--- src/rtl/demux1_4_stream.sv ---
// 1-to-4 stream demultiplexer: routes each accepted word to one of four
// single-entry output buffers, each with its own delivered-word counter.
module demux1_4_stream #(
  parameter int n = 32
) (
  input  logic         clk,
  input  logic         rst,
  input  logic [n-1:0] di,
  input  logic [1:0]   sel,
  input  logic         di_valid,
  output logic         di_ready,
  output logic [n-1:0] do1,
  output logic [n-1:0] do2,
  output logic [n-1:0] do3,
  output logic [n-1:0] do4,
  output logic [3:0]   do_valid,
  input  logic [3:0]   do_ready,
  output logic [31:0]  cnt
);

  // Handshake rule on every port: a transfer happens in a cycle where both
  // valid and ready are 1; valid never drops without a transfer (except reset),
  // and data is held stable while valid=1 and ready=0.

  logic [3:0][n-1:0] data_q;
  logic [3:0]        valid_q;
  logic [3:0][7:0]   cnt_q;
  logic              accept;

  // Only the selected channel matters; a full buffer can refill in the
  // same cycle it drains, giving one word per cycle per channel.
  always_comb begin
    di_ready = 1'b0;
    if (!rst) begin
      di_ready = !valid_q[sel] || do_ready[sel];
    end
  end

  assign accept = di_valid && di_ready;

  for (genvar k = 0; k < 4; k++) begin : g_ch
    logic load;
    logic hs;

    assign load = accept && (sel == 2'(k));
    assign hs   = valid_q[k] && do_ready[k];

    always_ff @(posedge clk) begin
      if (rst) begin
        valid_q[k] <= 1'b0;
        data_q[k]  <= '0;
        cnt_q[k]   <= '0;
      end else begin
        if (load) begin
          valid_q[k] <= 1'b1;
          data_q[k]  <= di;
        end else if (hs) begin
          valid_q[k] <= 1'b0;
        end
        if (hs) begin
          cnt_q[k] <= cnt_q[k] + 8'd1;
        end
      end
    end
  end

  assign do1      = data_q[0];
  assign do2      = data_q[1];
  assign do3      = data_q[2];
  assign do4      = data_q[3];
  assign do_valid = valid_q;
  assign cnt      = {cnt_q[3], cnt_q[2], cnt_q[1], cnt_q[0]};

endmodule

--- config.mk ---
export PLATFORM = sky130hd
export DESIGN_NAME = demux1_4_stream
export DESIGN_NICKNAME = d
export VERILOG_FILES = /design/src/rtl/demux1_4_stream.sv
export SDC_FILE = /design/constraint.sdc
export NUM_CORES = 1
export LEC_CHECK = 0
export CELL_PAD_IN_SITES_DETAIL_PLACEMENT = 0
export CELL_PAD_IN_SITES_GLOBAL_PLACEMENT = 1
export CORE_MARGIN = 3
export CORE_UTILIZATION = 30
export DETAILED_ROUTE_END_ITERATION = 8
export GPL_TIMING_DRIVEN = 0
export PLACE_DENSITY_LB_ADDON = 0.1
export SETUP_SLACK_MARGIN = 0.02
export SLEW_MARGIN = 30
export SYNTH_ARGS = -nofsm -noshare
export SYNTH_HDL_FRONTEND = slang
export SYNTH_SLANG_ARGS = --single-unit
--- constraint.sdc ---
create_clock -name clk -period 2.13 [get_ports clk]
set_clock_uncertainty 0.1 [all_clocks]
set_input_delay 0.426 -clock clk [delete_from_list [all_inputs] [get_ports clk]]
set_output_delay 0.426 -clock clk [all_outputs]
set_load 0.005 [all_outputs]
## Word level (Yosys, flattened, before mapping)

Cells that the tools add are included.
Widths: inputs -> output; s select.

| operators by class | value |
|---|---|
| magnitude comparators | 1 |
| eq/ne operators | 3 |
| muxes and demuxes | 13 |
| reductions and logical operators | 16 |
| add/subtract/negate cells | 4 |

Operator list:

| operator | number |
|---|---|
| $add 8x1->8 const B | 4 |
| $mux 1 | 11 |
| $logic_and 1x1->1 | 9 |
| $reduce_bool 2->1 | 4 |
| $bmux 1 s2 | 2 |
| $eq 2x2->1 const B | 2 |
| $lt 2x3->1 const B | 1 |
| $eq 2x1->1 const B | 1 |
| $logic_not 2->1 | 1 |
| $logic_not 1->1 | 1 |
| $logic_or 1x1->1 | 1 |

| storage, ports and cells | value |
|---|---|
| input port bits | 41 |
| register bits | 164 |
| output and inout port bits | 165 |
| logic and storage cells | 49 |

## Depth between registers and ports, before layout

Gate-level depths: netlist (run 1).

| depth | value |
|---|---|
| depth in word-level cells | 8 |
| depth in mapped cells | 6 |

## Worst setup path before layout (run 1)

Ideal clock, no wire load.

| timing | value |
|---|---|
| path type | in2out |
| start | in rst |
| end | out di_ready |
| required time | 1.604 ns |
| slack | 0.375 ns |
| path buffers | 3 |
| stages | 4 |
| data arrival time | 1.229 ns |
| cells stage by stage | buf_2 clkbuf_1 clkbuf_1 nor2_1 |

| on the way | value |
|---|---|
| cells in the longest elaborated chain, start to end | 1 |

RTL lines:

| what | RTL line | RTL |
|---|---|---|
| from (decl) | 7 | `input logic rst,` |
| $mux 1 | 34 | `if (!rst) begin` |
| to (decl) | 11 | `output logic di_ready,` |

No other way between the ends.

## Final worst setup path (run 1)

| timing | value |
|---|---|
| start | reg valid_q[1], in the netlist do_valid[1] |
| end | out di_ready |

| on the way | value |
|---|---|
| cells in the longest elaborated chain, start to end | 5 |

RTL lines:

| what | RTL line | RTL |
|---|---|---|
| from (decl) | 26 | `logic [3:0] valid_q;` |
| from (signal, indexed assignment) | 50 | `valid_q[k] <= 1'b0;` |
| from (signal, indexed assignment) | 55 | `valid_q[k] <= 1'b1;` |
| from (signal, indexed assignment) | 58 | `valid_q[k] <= 1'b0;` |
| $bmux 1 s2 | 35 | `di_ready = !valid_q[sel] \|\| do_ready[sel];` |
| $mux 1 (not written as such) | 35 |  |
| $logic_not 1->1 | 35 |  |
| $logic_or 1x1->1 | 35 |  |
| $mux 1 | 34 |  |

No other way between the ends. The select of a mux whose other input is x is not followed.

==> flow_summary.ini, run 1 <==
[status]
status = complete, but fails checks
failed_checks = negative setup slack

[detailed_routing]
firstDrtPassIters = 5
wl_per_cell_um = 22.4
detail-route-antenna-nets = 0
routed-via-count = 7650
post_drt_via_cell_ratio = 5.57
detail_route.iter0.violations = 588
postRouteWirelength_um = 30700
post-route-drc-count = 0

[logic_synthesis]
synthesis.instances = 812
post_synth_most_frequent_cells = dfxtp_1, a21oi_1, nand4_1, o31ai_1, o31ai_2
top_flip_flop_cell_by_instance_count_after_synthesis = dfxtp_1
postSynthAreaPerCell_um2 = 9.15
synth-edff-count = 0
yosys_register_bits = 164
most_frequent_cell_after_synthesis = dfxtp_1
synth-async-reset-ratio = 0
yosys-top-cells-area = dfxtp_1, nand4_1, a21oi_1
synth.yosys.seq_area_share = 0.442
post-synth-top-area-cell = dfxtp_1
number_of_synthesis_warnings = 0
postSynthNetCount = 857
netlist.area_leader.share = 0.442
synth.cell_area_um2 = 7430
synthDistinctLibCells = 26

[sta]
finalSetupViolations = 1
max_slew_margin = 0.513
worst_slew_pin_slew_ps = 730
finalHoldWorstSlack_ps = 160
finalCritPeriodShare = 1.00
maxClockFrequency_ghz = 0.469
setup_slack_ps = -2.09
rsz0062_at_grt = yes
report.final.slew_viol_count = 0
finalWorstPathRequiredPeriod_ps = 2130
hold_violations = 0

[finish]
final_nets = 1087
syn2layout_area_growth_pct = 42.8
antennaDiodeCount = 0
drive_gt1_frac = 0.159
finish.cell_count_without_fillers = 1374
num-fill-cells = 2372

[global_route]
grt_use_total = 0.224
global_route_overflow = 0
grt_start_max_net_pins = 17
vias_in_the_first_global_route = 7315
first_pass_grt_wire_length_um = 45700
grt_antenna_before_repair = 0

[floorplan]
design.portCount = 206
chipWidth_um = 163
initial_utilization = 0.311
overall_die_area_um2 = 26700
placementRows = 56
core_um2 = 23900
die_y_um = 163

[clock_tree]
tritoncts_clock_tree = done
numClockSinks = 164
clkLatencyLatePin_ps = 440
clk_root_buffer_cell = clkbuf_16
tritoncts.num_buffers = 17
path_clk_slew_ps = 70
number_of_h_tree_branching_levels = 4
cts_buffer_depth = 2

[setup_path]
critical-path-slowest-cell = mux4_2
cp-end-kind = output port
worst-path-max-fanout = 2
crit_arrival_ps = 1610
timing.critical_path.required_ps = 1600
start_kind = flip-flop
critPathKind = reg2out
cp_cell_sequence = nor2b_4 -> mux4_2 -> nor2_1 -> buf_2
worst_path_largest_cell_delay_ps = 470

[power]
cellLeakagePower_nw = 3.28
power_per_cell_area_nw_per_um2 = 671
max-vdd-ir-drop_uv = 423

[job]
max-cap-violations = 0

[placement]
gp_congestion = 0.821
dp_hpwl_um = 22100
place_inst = 1334
io_buffer_count = 203

[worst_hold_path]
holdCritPathClass = in2reg
power breakdown:
part	internal (mW)	switching (mW)	leakage, nW
clock	1.76	1.44	0.280
sequential	3.12	0.0443	1.33
combinational	0.283	0.466	1.68
total	5.17	1.95	3.28
flip-flops by register name (all words and copies together), names as in the netlist:
name and flops:
cnt 32, do1 32, do2 32, do3 32, do4 32, do_valid 4
layer usage:
layer	vias up	routed length, um	global-route usage
met2	299	14000	0.349
met4	0	528	0.0604
met3	31	2050	0.0477
li1	3608	-	-
met1	3712	14100	0.316
met5	-	0	0
cells in the final DEF, fill, tap and decap left out, types with 4 or more instances in the layout:
cell,count
clkdlybuf4s50_1,198
dfxtp_1,160
a21oi_1,152
nand4_1,136
o31ai_1,76
o31ai_2,60
clkbuf_1,52
buf_2,38
clkbuf_16,18
nand3_1,18
nor2_1,17
nand2_1,16
buf_4,12
buf_6,9
o21ai_0,8
or3_1,8
or4_1,8
xor2_1,8
inv_1,5
nor2b_4,4
nand2b_1,4
nor2b_1,4
mux2_2,4
ha_1,4
clkinvlp_4,4
dfxtp_4,4
logic make-up after synthesis:
group | share of synthesized area
compound gates | 0.286
xor+xnor | 0.00943
mux | 0.00910
simple gates | 0.175
flops | 0.442
buf+inv | 0.0723
fa+ha+maj | 0.00674
cell type report:
type	instances	area [um2]	area share
clock inverters	14	168	0.0158
plain buffers	105	543	0.0512
clock buffers	18	429	0.0405
well taps	319	399	0.0376
repair buffers	215	2110	0.199
multi-input cells	534	3640	0.343
inverters	5	18.8	0.00177
flip-flops and latches	164	3300	0.311
worst max-delay path: cells and delay by family (launching register included):
| kind | cells | cell delay [ps] |
|---|---|---|
| buf+inv | 1 | 130 |
| flops | 1 | 350 |
| mux | 1 | 470 |
| simple gates | 2 | 220 |
final timing paths:
check,from,end,slack [ps],depth (start not counted)
worst max-delay path,do_valid[1]$_SDFFE_PP0P_,di_ready,-2,4
worst min-delay path,sel[0],do_valid[3]$_SDFFE_PP0P_,160,3
worst max register to register,do_valid[2]$_SDFFE_PP0P_,do3[22]$_SDFFE_PP0P_,180,6
worst min register to register,do4[31]$_SDFFE_PP0P_,do4[31]$_SDFFE_PP0P_,370,2
repair_timing:
action	in CTS	in global routing
pin swaps	1	1
resized for setup	35	4
setup buffers	11	1
setup endpoints to repair	35	14
hold buffers	0	0
through the flow:
step                setup TNS, ps  setup WS [ps]   util  cell area, um2  power, mW
finish                      -2.09          -2.09  0.444           10600       7.12
global route                -63.1          -63.1  0.444           10600       7.34
CTS                         -48.6          -48.6  0.443           10600       7.14
detailed placement         -64540          -1310  0.413            9860       3.96
global placement           -65340          -1320  0.413            9860       3.96
floorplan                       0            375      -            7430       3.55
Note: power is estimated with default switching activity, not from simulation.
==> run 2, diff against run 1 <==
- ABC_CLOCK_PERIOD_IN_PS: default -> 2130
- CORE_UTILIZATION: 30 -> 36
==> run 2 against run 1 <==
Effect of this change: the run still ends with negative setup slack left; register-to-register slack got worse by 30 ps; die area decreased by 16%; fmax decreased by 1.8%; total power increased by 3.4%; critical path type is now in2out; largest cell class unchanged; highest routed layer unchanged.
==> flow_summary.ini, run 2 (synthesis gave the netlist of run 1 again) <==
[finish]
post-route-util = 0.534
leading_cell_types_in_the_layout_fill_and_taps_excluded = clkdlybuf4s50_1, dfxtp_1, a21oi_1
antennaDiodeCount = 0
layout_commonest_cell = clkdlybuf4s50_1
syn2layout_area_growth_pct = 42.8
final_nets = 1085
finalInstanceArea_um2 = 10600
finish.cell_count_without_fillers = 1318
drive_gt1_frac = 0.161

[status]
status = complete, but fails checks
failed_checks = negative setup slack

[placement]
post_dp_cell_area_um2 = 9790
place_inst = 1280
dp_hpwl_um = 20300
io_buffer_count = 203
post-place-ws_ps = -1400
gp_congestion = 0.835

[power]
finalPower_mw = 7.36
power_per_cell_area_nw_per_um2 = 694
cellLeakagePower_nw = 3.32
max-vdd-ir-drop_uv = 493

[sta]
finalCritPeriodShare = 1.02
maxClockFrequency_ghz = 0.460
max_slew_margin = 0.506
report.final.slew_viol_count = 0
tns_ps = -42.1
setup_slack_ps = -42.1
finalHoldWorstSlack_ps = 175
finalWorstPathRequiredPeriod_ps = 2170
worst_slew_pin_slew_ps = 741
hold_violations = 0
finalSetupViolations = 1
rsz0062_at_grt = yes

[global_route]
gr-usage-met2 = 0.375
grt_use_met3 = 0.0451
first_pass_grt_wire_length_um = 43100
grt_antenna_before_repair = 0
grt-busiest-layer = met2
vias_in_the_first_global_route = 7385
global_route_met1_utilization = 0.360
global_route_overflow = 0
grt_start_max_net_pins = 17
grt_use_total = 0.249

[setup_path]
critical_path.startpoint = rst
r2r_start = do_valid[2]$_SDFFE_PP0P_
cp_cell_sequence = clkdlybuf4s50_1 -> buf_6 -> clkbuf_8 -> clkbuf_16 -> nor2_4 -> buf_2
worst_path_largest_cell_delay_ps = 460
timing.reg2reg.setup_slack_ps = 150
timing.critical_path.required_ps = 1600
critPathKind = in2out
path_delay_family = buffers and inverters
crit_arrival_ps = 1650
worst_reg2reg_path_length_in_cells = 6
crit-reg2reg-capture = do3[5]$_SDFFE_PP0P_
worst-path-max-fanout = 10
cp-end-kind = output port
cp_num_buf_inv = 5
critical-path-slowest-cell = clkdlybuf4s50_1
start_kind = input pin

[clock_tree]
path_clk_slew_ps = 60
tritoncts.num_buffers = 17
clkLatencyLatePin_ps = 430
numClockSinks = 164
number_of_h_tree_branching_levels = 4
tritoncts_clock_tree = done
clk_root_buffer_cell = clkbuf_16
cts_buffer_depth = 2

[job]
max-cap-violations = 0

[worst_hold_path]
whs_path_depth = 3
holdCritPathClass = in2reg
hold_start = sel[0]
min_delay_worst_endpoint = do_valid[3]$_SDFFE_PP0P_

[floorplan]
core_um2 = 19800
die_y_um = 150
overall_die_area_um2 = 22400
chipWidth_um = 150
design.portCount = 206
initial_utilization = 0.374
placementRows = 51

[detailed_routing]
firstDrtPassIters = 5
detail-route-antenna-nets = 0
detail_route.iter0.violations = 506
post-route-drc-count = 0
routed-via-count = 7682
wl_per_cell_um = 21.6
post_drt_via_cell_ratio = 5.83
postRouteWirelength_um = 28400
## run 2: cell types whose count changed in the layout (fill, tap and decap cells not counted), sizes merged
cell	before	now
bufinv	2	5
inv	11	5
clkinv	2	6
clkdlybuf4s15	1	3
clkinvlp	4	1
clkbuf	74	77
dlygate4sd2	3	1
buf	62	59
## run 2: final cells by class
type,instances,area [um2]
flip-flops and latches,164,3300
repair buffers,213,2100
multi-input cells,534,3640
plain buffers,105,549
well taps,265,332
clock buffers,20,457
inverters,5,18.8
fillers,1891,9240
clock inverters,12,203
## run 2: power by group
group / switching, mW / internal (mW)
Combinational: 0.454 / 0.283
Sequential: 0.0424 / 3.12
Clock: 1.31 / 2.15
Total: 1.81 / 5.55
## run 2: routing by layer
metal	vias to the layer above	routed length (um)
met1	3741	13100
met3	41	1820
met4	0	541
li1	3598	-
met2	302	12900
met5	-	0
## run 2: worst max-delay path by stage
stage | endpoint | slack, ps | cells after the start
2_1_floorplan | di_ready | 380 | 4
3_3_place_gp | di_ready | -1400 | 6
3_5_place_dp | di_ready | -1400 | 6
4_1_cts | di_ready | -60 | 4
5_1_grt | di_ready | -90 | 4
6_report | di_ready | -40 | 6
## run 2: worst reg2reg max path, cell delays in order (launching register included)
cell,delay [ps]
dfxtp_4,340
buf_4,150
nand2b_1,70
clkbuf_1,400
clkbuf_1,490
nand4_1,200
a21oi_1,160
## run 2: what timing repair did
item / in CTS / in global routing
hold buffers: 0 / 0
endpoints found under the hold margin: 0 / 0
setup endpoints to repair: 51 / 26
resized for setup: 39 / 11
setup buffers: 10 / 0
pin swaps: 1 / 1
